[src/rtl/cmd_frame_parser_if.sv]
// Byte stream in, command and acknowledge handshakes out of the frame parser.
// master is the parser side; slave is the UART / executor / transmitter side.
interface cmd_frame_parser_if;
  logic [7:0] rx_byte;
  logic       rx_valid;
  logic [7:0] cmd_lmotor;
  logic [7:0] cmd_rmotor;
  logic [7:0] cmd_dur;
  logic       cmd_valid;
  logic       cmd_ready;
  logic       ack_req;
  logic [7:0] ack_code;
  logic       ack_taken;
  logic [7:0] err_count;

  modport master (
    input  rx_byte,
    input  rx_valid,
    input  cmd_ready,
    input  ack_taken,
    output cmd_lmotor,
    output cmd_rmotor,
    output cmd_dur,
    output cmd_valid,
    output ack_req,
    output ack_code,
    output err_count
  );

  modport slave (
    output rx_byte,
    output rx_valid,
    output cmd_ready,
    output ack_taken,
    input  cmd_lmotor,
    input  cmd_rmotor,
    input  cmd_dur,
    input  cmd_valid,
    input  ack_req,
    input  ack_code,
    input  err_count
  );
endinterface

[src/rtl/cmd_frame_parser.sv]
// Parses SYNC,lmotor,rmotor,dur,chk frames into a motor command,
// offers it on a valid/ready handshake and queues an A/N acknowledge.
module cmd_frame_parser #(
  parameter logic [7:0]  SYNC_BYTE   = 8'hA5,
  parameter logic [15:0] GAP_TIMEOUT = 16'd40000
) (
  input logic                clk,
  input logic                resetTrigger,
  cmd_frame_parser_if.master bus
);

  typedef enum logic [2:0] {
    IDLE,
    LM,
    RM,
    DUR,
    CHK,
    HOLD,
    ACKW
  } state_t;

  localparam logic [7:0]  ACK_OK   = 8'h41;
  localparam logic [7:0]  ACK_BAD  = 8'h4E;
  localparam logic [15:0] GAP_LAST = GAP_TIMEOUT - 16'd1;

  state_t      state_q, state_d;
  logic [7:0]  lm_sh_q, lm_sh_d;
  logic [7:0]  rm_sh_q, rm_sh_d;
  logic [7:0]  dur_sh_q, dur_sh_d;
  logic [7:0]  cmd_lm_q, cmd_lm_d;
  logic [7:0]  cmd_rm_q, cmd_rm_d;
  logic [7:0]  cmd_dur_q, cmd_dur_d;
  logic        cmd_valid_q, cmd_valid_d;
  logic        ack_req_q, ack_req_d;
  logic [7:0]  ack_code_q, ack_code_d;
  logic [7:0]  err_q, err_d;
  logic [15:0] gap_q, gap_d;
  logic        err_inc;
  logic        in_frame;
  logic        gap_expired;
  logic [7:0]  sum;

  always_comb begin
    state_d     = state_q;
    lm_sh_d     = lm_sh_q;
    rm_sh_d     = rm_sh_q;
    dur_sh_d    = dur_sh_q;
    cmd_lm_d    = cmd_lm_q;
    cmd_rm_d    = cmd_rm_q;
    cmd_dur_d   = cmd_dur_q;
    cmd_valid_d = cmd_valid_q;
    ack_req_d   = ack_req_q;
    ack_code_d  = ack_code_q;
    err_d       = err_q;
    err_inc     = 1'b0;
    sum         = lm_sh_q + rm_sh_q + dur_sh_q;
    in_frame    = state_q inside {LM, RM, DUR, CHK};
    gap_d       = in_frame ? gap_q + 16'd1 : 16'd0;
    // A byte landing on the last allowed cycle wins over the timeout.
    gap_expired = in_frame && !bus.rx_valid && (gap_q >= GAP_LAST);
    if (bus.rx_valid) gap_d = 16'd0;

    unique case (state_q)
      IDLE: begin
        if (bus.rx_valid && bus.rx_byte == SYNC_BYTE) begin
          state_d = LM;
          gap_d   = 16'd0;
        end
      end
      LM: begin
        if (bus.rx_valid) begin
          lm_sh_d = bus.rx_byte;
          state_d = RM;
        end
      end
      RM: begin
        if (bus.rx_valid) begin
          rm_sh_d = bus.rx_byte;
          state_d = DUR;
        end
      end
      DUR: begin
        if (bus.rx_valid) begin
          dur_sh_d = bus.rx_byte;
          state_d  = CHK;
        end
      end
      CHK: begin
        if (bus.rx_valid) begin
          if (bus.rx_byte == sum) begin
            cmd_lm_d    = lm_sh_q;
            cmd_rm_d    = rm_sh_q;
            cmd_dur_d   = dur_sh_q;
            cmd_valid_d = 1'b1;
            state_d     = HOLD;
          end else begin
            ack_code_d = ACK_BAD;
            ack_req_d  = 1'b1;
            err_inc    = 1'b1;
            state_d    = ACKW;
          end
        end
      end
      HOLD: begin
        if (bus.rx_valid) err_inc = 1'b1;
        if (bus.cmd_ready) begin
          cmd_valid_d = 1'b0;
          ack_code_d  = ACK_OK;
          ack_req_d   = 1'b1;
          state_d     = ACKW;
        end
      end
      ACKW: begin
        if (bus.rx_valid) err_inc = 1'b1;
        if (bus.ack_taken) begin
          ack_req_d = 1'b0;
          state_d   = IDLE;
        end
      end
      default: state_d = IDLE;
    endcase

    if (gap_expired) begin
      state_d = IDLE;
      gap_d   = 16'd0;
      err_inc = 1'b1;
    end

    if (err_inc && err_q != 8'hFF) err_d = err_q + 8'd1;
  end

  always_ff @(posedge clk or posedge resetTrigger) begin
    if (resetTrigger) begin
      state_q     <= IDLE;
      lm_sh_q     <= 8'h00;
      rm_sh_q     <= 8'h00;
      dur_sh_q    <= 8'h00;
      cmd_lm_q    <= 8'h00;
      cmd_rm_q    <= 8'h00;
      cmd_dur_q   <= 8'h00;
      cmd_valid_q <= 1'b0;
      ack_req_q   <= 1'b0;
      ack_code_q  <= 8'h00;
      err_q       <= 8'h00;
      gap_q       <= 16'd0;
    end else begin
      state_q     <= state_d;
      lm_sh_q     <= lm_sh_d;
      rm_sh_q     <= rm_sh_d;
      dur_sh_q    <= dur_sh_d;
      cmd_lm_q    <= cmd_lm_d;
      cmd_rm_q    <= cmd_rm_d;
      cmd_dur_q   <= cmd_dur_d;
      cmd_valid_q <= cmd_valid_d;
      ack_req_q   <= ack_req_d;
      ack_code_q  <= ack_code_d;
      err_q       <= err_d;
      gap_q       <= gap_d;
    end
  end

  assign bus.cmd_lmotor = cmd_lm_q;
  assign bus.cmd_rmotor = cmd_rm_q;
  assign bus.cmd_dur    = cmd_dur_q;
  assign bus.cmd_valid  = cmd_valid_q;
  assign bus.ack_req    = ack_req_q;
  assign bus.ack_code   = ack_code_q;
  assign bus.err_count  = err_q;

endmodule

[src/flat_wrapper.sv]
// flat-port wrapper written by rule: the top's interface ports become plain ports
module cmd_frame_parser_flat 
#(
  parameter logic [7:0]  SYNC_BYTE   = 8'hA5,
  parameter logic [15:0] GAP_TIMEOUT = 16'd40000
)
  (clk, resetTrigger, bus_rx_byte, bus_rx_valid, bus_cmd_ready, bus_ack_taken, bus_cmd_lmotor, bus_cmd_rmotor, bus_cmd_dur, bus_cmd_valid, bus_ack_req, bus_ack_code, bus_err_count);
  cmd_frame_parser_if bus_i ();
  input logic clk;
  input logic resetTrigger;
  input wire logic [$bits(bus_i.rx_byte)-1:0] bus_rx_byte;
  input wire logic [$bits(bus_i.rx_valid)-1:0] bus_rx_valid;
  input wire logic [$bits(bus_i.cmd_ready)-1:0] bus_cmd_ready;
  input wire logic [$bits(bus_i.ack_taken)-1:0] bus_ack_taken;
  output wire logic [$bits(bus_i.cmd_lmotor)-1:0] bus_cmd_lmotor;
  output wire logic [$bits(bus_i.cmd_rmotor)-1:0] bus_cmd_rmotor;
  output wire logic [$bits(bus_i.cmd_dur)-1:0] bus_cmd_dur;
  output wire logic [$bits(bus_i.cmd_valid)-1:0] bus_cmd_valid;
  output wire logic [$bits(bus_i.ack_req)-1:0] bus_ack_req;
  output wire logic [$bits(bus_i.ack_code)-1:0] bus_ack_code;
  output wire logic [$bits(bus_i.err_count)-1:0] bus_err_count;
  assign bus_i.rx_byte = bus_rx_byte;
  assign bus_i.rx_valid = bus_rx_valid;
  assign bus_i.cmd_ready = bus_cmd_ready;
  assign bus_i.ack_taken = bus_ack_taken;
  assign bus_cmd_lmotor = bus_i.cmd_lmotor;
  assign bus_cmd_rmotor = bus_i.cmd_rmotor;
  assign bus_cmd_dur = bus_i.cmd_dur;
  assign bus_cmd_valid = bus_i.cmd_valid;
  assign bus_ack_req = bus_i.ack_req;
  assign bus_ack_code = bus_i.ack_code;
  assign bus_err_count = bus_i.err_count;
  cmd_frame_parser #(.SYNC_BYTE(SYNC_BYTE), .GAP_TIMEOUT(GAP_TIMEOUT)) u_core (.clk(clk), .resetTrigger(resetTrigger), .bus(bus_i));
endmodule
[config.mk]
export PLATFORM = sky130hd
export DESIGN_NAME = cmd_frame_parser_flat
export DESIGN_NICKNAME = d
export VERILOG_FILES = /design/src/rtl/cmd_frame_parser_if.sv /design/src/rtl/cmd_frame_parser.sv /design/src/flat_wrapper.sv
export SDC_FILE = /design/constraint.sdc
export NUM_CORES = 1
export LEC_CHECK = 0
export ABC_AREA = 1
export BUFFER_PORTS_ARGS = -buffer_cell sky130_fd_sc_hd__buf_2
export CORE_UTILIZATION = 35
export CTS_CLUSTER_SIZE = 30
export DETAILED_ROUTE_END_ITERATION = 6
export GPL_ROUTABILITY_DRIVEN = 1
export SYNTH_ARGS = -nofsm -noshare
export SYNTH_HDL_FRONTEND = slang
export SYNTH_SLANG_ARGS = --single-unit
[constraint.sdc]
create_clock -name clk -period 3.7 [get_ports clk]
set_input_delay 0.185 -clock clk [delete_from_list [all_inputs] [get_ports clk]]
set_output_delay 0.185 -clock clk [all_outputs]
set_load 0.05 [all_outputs]
Yosys cells after proc, flatten, opt, wreduce, memory -nomap -nowiden
Cells that the tools add are included.
- add/sub/neg operators: 4
- multiply operators: 0
- div/mod/pow operators: 0
- magnitude comparators: 1
- equal/unequal tests: 21
- shifts and indexed selects: 0
- muxes and demuxes: 33
- bitwise operators: 0
- reductions and logical operators: 18
- operators by type and width (kind ; count):
    16-bit two-way mux ; 5
    3-bit two-way mux ; 8
    8-bit two-way mux ; 3
    3-bit one-hot mux with 7 select lines ; 1
    3-bit by 2-bit inequality test with 1-bit output (second input constant) ; 6
    16-bit by 1-bit adder with 16-bit output (second input constant) ; 1
    8-bit adder ; 2
    16-bit >= comparator (second input constant) ; 1
    8-bit one-hot mux with 2 select lines ; 1
    1-bit two-way mux ; 11
    2-bit inequality test (second input constant) ; 5
    3-bit equality test (second input constant) ; 3
    8-bit by 1-bit adder with 8-bit output (second input constant) ; 1
    8-bit equality test ; 1
    8-bit equality test (second input constant) ; 1
    8-bit inequality test (second input constant) ; 1
    4-bit AND reduction ; 2
    7-bit AND reduction ; 1
    3-bit by 2-bit equality test with 1-bit output (second input constant) ; 2
    2-bit AND reduction ; 3
    5-bit AND reduction ; 1
    1-bit logical AND ; 4
    1-bit one-hot mux with 2 select lines ; 2
    4-bit nonzero test ; 1
    other kinds (10) ; 10
- register bits after elaboration: 85
- latch bits: 0
- RAM bits: 0
- ROM bits: 0
- input port bits: 13
- output and inout bits: 42
- word-level logic and storage cells: 89
- memories kept: 0

Logic depth before layout (Yosys ltp)
- word-level depth: 8
- mapped depth: 21
- mapped depth without buffers: 20

Worst setup path after synthesis
OpenSTA, ideal clock, no wires.
- path type: flip-flop to flip-flop
- start point: reg u_core.dur_sh_q[1]
- end point: reg u_core.cmd_dur_q[4], in the netlist u_core.bus.cmd_dur[4]
- library setup time: 119 ps
- arrival time: 2593 ps
- required time: 3581 ps
- setup slack: 988 ps
- stages on the path, launching flop included: 18
- path buffers: 1
- clock period less this slack: 2712 ps
- path through: dfrtp_1 fa_1 ha_1 fa_1 nand2_1 nand2_1 nand3_1 nor2_1 nand2_1 nor2_2 nand3_2 inv_2 nand2_4 nor2_8 inv_2 buf_6 nand2_1 nand2_1
- longest elaborated chain between the ends: 3
- RTL lines (element ; RTL line ; source):
    start: declaration ; cmd_frame_parser.sv:29 ; logic [7:0] dur_sh_q, dur_sh_d;
    start signal: assignment ; cmd_frame_parser.sv:150 ; dur_sh_q <= dur_sh_d;
    8-bit adder ; cmd_frame_parser.sv:56 ; sum = lm_sh_q + rm_sh_q + dur_sh_q;
    8-bit equality test ; cmd_frame_parser.sv:90 ; if (bus.rx_byte == sum) begin
    3-bit AND reduction (no line) ; n/a ;
    end signal: assignment ; cmd_frame_parser.sv:153 ; cmd_dur_q <= cmd_dur_d;
    end: declaration ; cmd_frame_parser.sv:32 ; logic [7:0] cmd_dur_q, cmd_dur_d;
No other way between the ends.
A chain may end at the register's enable or synchronous reset.

Worst setup path in the final report
- start point: reg u_core.dur_sh_q[1]
- end point: reg u_core.cmd_rm_q[0], in the netlist u_core.bus.cmd_rmotor[0]
- longest elaborated chain between the ends: 3
- RTL lines (element ; RTL line ; source):
    8-bit adder ; cmd_frame_parser.sv:56 ;
    8-bit equality test ; cmd_frame_parser.sv:90 ;
    3-bit AND reduction (no line) ; n/a ;
    end signal: assignment ; cmd_frame_parser.sv:152 ; cmd_rm_q <= cmd_rm_d;
    end: declaration ; cmd_frame_parser.sv:31 ; logic [7:0] cmd_rm_q, cmd_rm_d;
No other way between the ends.

==> results by group <==
Yosys
  • Portion of the post-synthesis area used by sequential elements: 48.77%
  • Ys Warns: 0
  • Flops & latches, synth: 80
  • Area contributors post-synth: dfrtp_1 (49%), nand2_1 (16%), inv_1 (4.2%)
  • Fraction of post-synthesis cell area in the top cell type by area: 48.77%
  • Count of cell types in the netlist: 38
  • Mapped Cells: 486
  • Top cell type by total area after synthesis: dfrtp_1
  • Mean instance size in the synthesized netlist: 8.447 um2
  • Total standard cell area after synthesis: 4105 um2

Clock tree
  • Clock transition at the registers of the reported paths: 0.06 ns
  • Number of gates resized after cts: 0
  • Clk buf depth: 2
  • Hold-fix buffer count after cts: 0
  • Total number of clock tree sinks: 80
  • Setup repair bufs after CTS: 0
  • Clk root buf: clkbuf_16
  • Level count of the clock H-tree: 3
  • TritonCTS clock tree: done
  • Num CTS Buffers: 9
  • Worst-skew pair later-pin latency: 0.33 ns

Power and ir drop
  • Cell Int Power: 2.221 mW
  • Total power draw: 3.877 mW
  • Relative contribution of combinational cells to total power: 44.7%
  • Net switching fraction of the power: 42.71%
  • Flop pwr share: 32.7%
  • Total leakage power: 2.596 nW
  • Power density over cell area: 814.3 nW/um2
  • Maximum vdd ir drop: 532.0 uV
  • Switching power: 1.656 mW
  • Clk pwr share: 22.6%

Routing
  • Iteration count of the initial detailed-routing pass: 4
  • Final Routed Wirelength: 8873 um
  • Routed Antenna Nets: 0
  • Avg WL per Cell: 12.93 um
  • DRC Markers: 0
  • Detail-routed via count per cell: 4.776
  • Routed via count: 3,276
  • Drt first-iter violations: 200

STA
  • Slew of the pin with the lowest slew margin: 0.9104 ns
  • Highest achievable clock rate: 329.0 MHz
  • Final total negative setup slack: 0 ns
  • Part of the cycle the worst path needs: 82.14%
  • Final hold violation count: 0
  • Number of max-slew violations in the final report: 0
  • Worst clock skew on the final layout: 0.004942 ns
  • Setup repair after global routing missed its margin: false
  • Post-layout minimum cycle time: 3.039 ns
  • Final setup violating endpoints: 0
  • Worst slew margin: 39.30%

Die
  • Core region area: 11,420 um2
  • Floorplan die area: 12,170 um2
  • Width of the die: 110.3 um
  • Rows: 39
  • Starting Density: 35.95%
  • Number of top-level pins: 55
  • Vertical die dimension: 110.3 um

Place
  • Placed Cells: 671
  • Number of buffers inserted by port buffering: 51
  • DP HPWL: 6526 um
  • Final estimated routing congestion in global placement: 0.8405

Worst setup path
  • Start-to-end type of the worst setup path: flop to flop
  • Kind of start point of the critical path: flop
  • Critical path fanouts, max: 28
  • Reg-to-reg critical path startpoint: u_core.dur_sh_q[1]
  • Crit path required time: 3.89 ns
  • CP startpoint: u_core.dur_sh_q[1]
  • Cell with the most instances on the worst path: nand2_1
  • Arrival time of data at the critical path endpoint: 3.23 ns
  • Maximum cell stage delay along the critical path: 0.49 ns
  • CP max-delay cell: fa_1
  • Cell Chain, Critical Path: fa_1, ha_1, fa_1, inv_1, nand2_1, nand3_1, nand2_1, nor2_1, nand2_1, nor2_2, nand3_2, inv_2, nand2_4, nor2_8, inv_2, nand2_1, o21ai_0
  • Critical path endpoint category: flop

Status
  • Status: complete, no violations

GRT
  • Largest net degree at the start of global routing: 54
  • Vias in the first global route: 3,128
  • Wire length of the first global-routing pass: 14,920 um
  • GRT Total Usage: 16.03%
  • Initial antenna violation count: 0
  • Total congestion overflow after global routing: 0

Finish
  • Share of cells above drive strength 1: 15.65%
  • Total area of multi-input combinational cells: 1836 um2
  • Number of antenna repair diodes: 0
  • Footprint of the flip-flops and latches: 2002 um2
  • Total Nets Final: 568
  • Area Growth Syn to Fin: 15.97%
  • Non-Filler Instances: 686
  • Number of filler instances in the final layout: 1,157

Job
  • Number of max-cap violations: 0

Worst hold path
  • Path type of the worst min-delay path: input pin to asynchronous set/reset pin
## logic make-up after synthesis
family	count (synthesis)	share of synthesized area [%]
simple gates	260	27.80
flops	80	48.77
buf+inv	62	6.705
compound gates	47	6.035
xor+xnor	20	4.267
fa+ha+maj	16	6.340
other cells	1	0.09135
## critical path, delay by kind of cell (launching register included)
kind / cells / cell delay, ns
and+or+nand+nor: 10 / 0.85
AOI/OAI and AO/OA: 1 / 0.09
adders and majority gates: 3 / 1.16
DFF: 1 / 0.40
buffers and inverters: 3 / 0.39
## routing by layer
metal	part of all wire, %	GRT usage [%]	vias up
met5	0	0	-
met4	1.1	3.759	0
met3	3.9	3.939	9
met2	47	26.26	63
met1	48	21.32	1562
li1	-	-	1642
## through the flow
step	utilization, %	setup WS, ns	hold WS [ns]	cell area (um2)
2_1_floorplan	-	0.9883	0.3583	4113
3_3_place_gp	39.16	0.7959	0.4026	4472
3_5_place_dp	39.16	0.7008	0.4197	4472
4_1_cts	41.69	0.6782	0.06268	4761
5_1_grt	41.69	0.4528	0.1039	4761
6_report	41.69	0.6608	0.006058	4761
## sequential cells by signal, summed over array words and instances, names as in the netlist
| signal | count |
|---|---|
| u_core.bus.ack_req | 1 |
| u_core.bus.err_count | 8 |
| u_core.state_q | 3 |
| u_core.bus.ack_code | 3 |
| u_core.dur_sh_q | 8 |
| u_core.rm_sh_q | 8 |
| u_core.bus.cmd_lmotor | 8 |
| u_core.bus.cmd_valid | 1 |
| u_core.bus.cmd_rmotor | 8 |
| u_core.lm_sh_q | 8 |
| u_core.gap_q | 16 |
| u_core.bus.cmd_dur | 8 |
## cell usage after synthesis, drive strengths merged
| library cell | n |
|---|---|
| a21oi | 8 |
| nor3b | 2 |
| nand4 | 4 |
| inv | 49 |
| nand3b | 1 |
| ha | 8 |
| xor2 | 11 |
| o22ai | 1 |
| nand3 | 36 |
| nor3 | 4 |
| dfrtp | 80 |
| nand2 | 176 |
| xnor2 | 9 |
| a211oi | 1 |
| nor2 | 32 |
| clkbuf | 3 |
| nand2b | 1 |
| nor4 | 2 |
| a31oi | 2 |
| or2 | 2 |
| fa | 8 |
| conb | 1 |
| o21ai | 35 |
| buf | 10 |
## placed cells by master, fill, tap and decap left out, types with 2 or more instances in the layout
master,count
inv_1,45
inv_2,3
nand3_2,2
nand2_1,174
nand3_1,34
buf_4,2
xnor2_1,9
a21oi_1,8
nor3_1,2
clkinv_2,2
clkbuf_16,9
nor3_4,2
o21ai_0,34
nand4_1,4
conb_1,3
buf_2,51
nor4_1,2
xor2_1,11
nor2_2,3
nor2_1,27
ha_1,8
fa_1,8
dfrtp_1,80
clkbuf_1,2
## final timing paths
| kind | endpoint | slack (ns) | depth (start not counted) |
|---|---|---|---|
| max | u_core.bus.cmd_rmotor[0] | 0.66 | 17 |
| min | u_core.bus.cmd_dur[4] | 0.006 | 2 |
| max reg2reg | u_core.bus.cmd_rmotor[0] | 0.66 | 17 |
| min reg2reg | u_core.bus.cmd_dur[2] | 0.46 | 2 |
| max in group asynchronous | u_core.gap_q[5] | 2.79 | 3 |
| min in group clk | u_core.lm_sh_q[1] | 0.18 | 3 |
## power groups by stage
stage | Sequential (mW) | Clock, mW | Combinational, mW
6_report | 1.27 | 0.876 | 1.73
5_1_grt | 1.30 | 0.938 | 2.00
4_1_cts | 1.27 | 0.902 | 1.73
3_5_place_dp | 1.28 | 0 | 1.72
3_3_place_gp | 1.28 | 0 | 1.69
2_1_floorplan | 1.41 | 0 | 1.24
## layout make-up
type,count,share of cell area (%)
Multi-Input combinational cell,346,38.55
Tap cell,143,3.758
Clock buffer,12,5.177
Clock inverter,3,0.8936
Timing Repair Buffer,53,5.677
Inverter,49,3.890
Sequential cell,80,42.05
(Power assumes the default switching activity.)
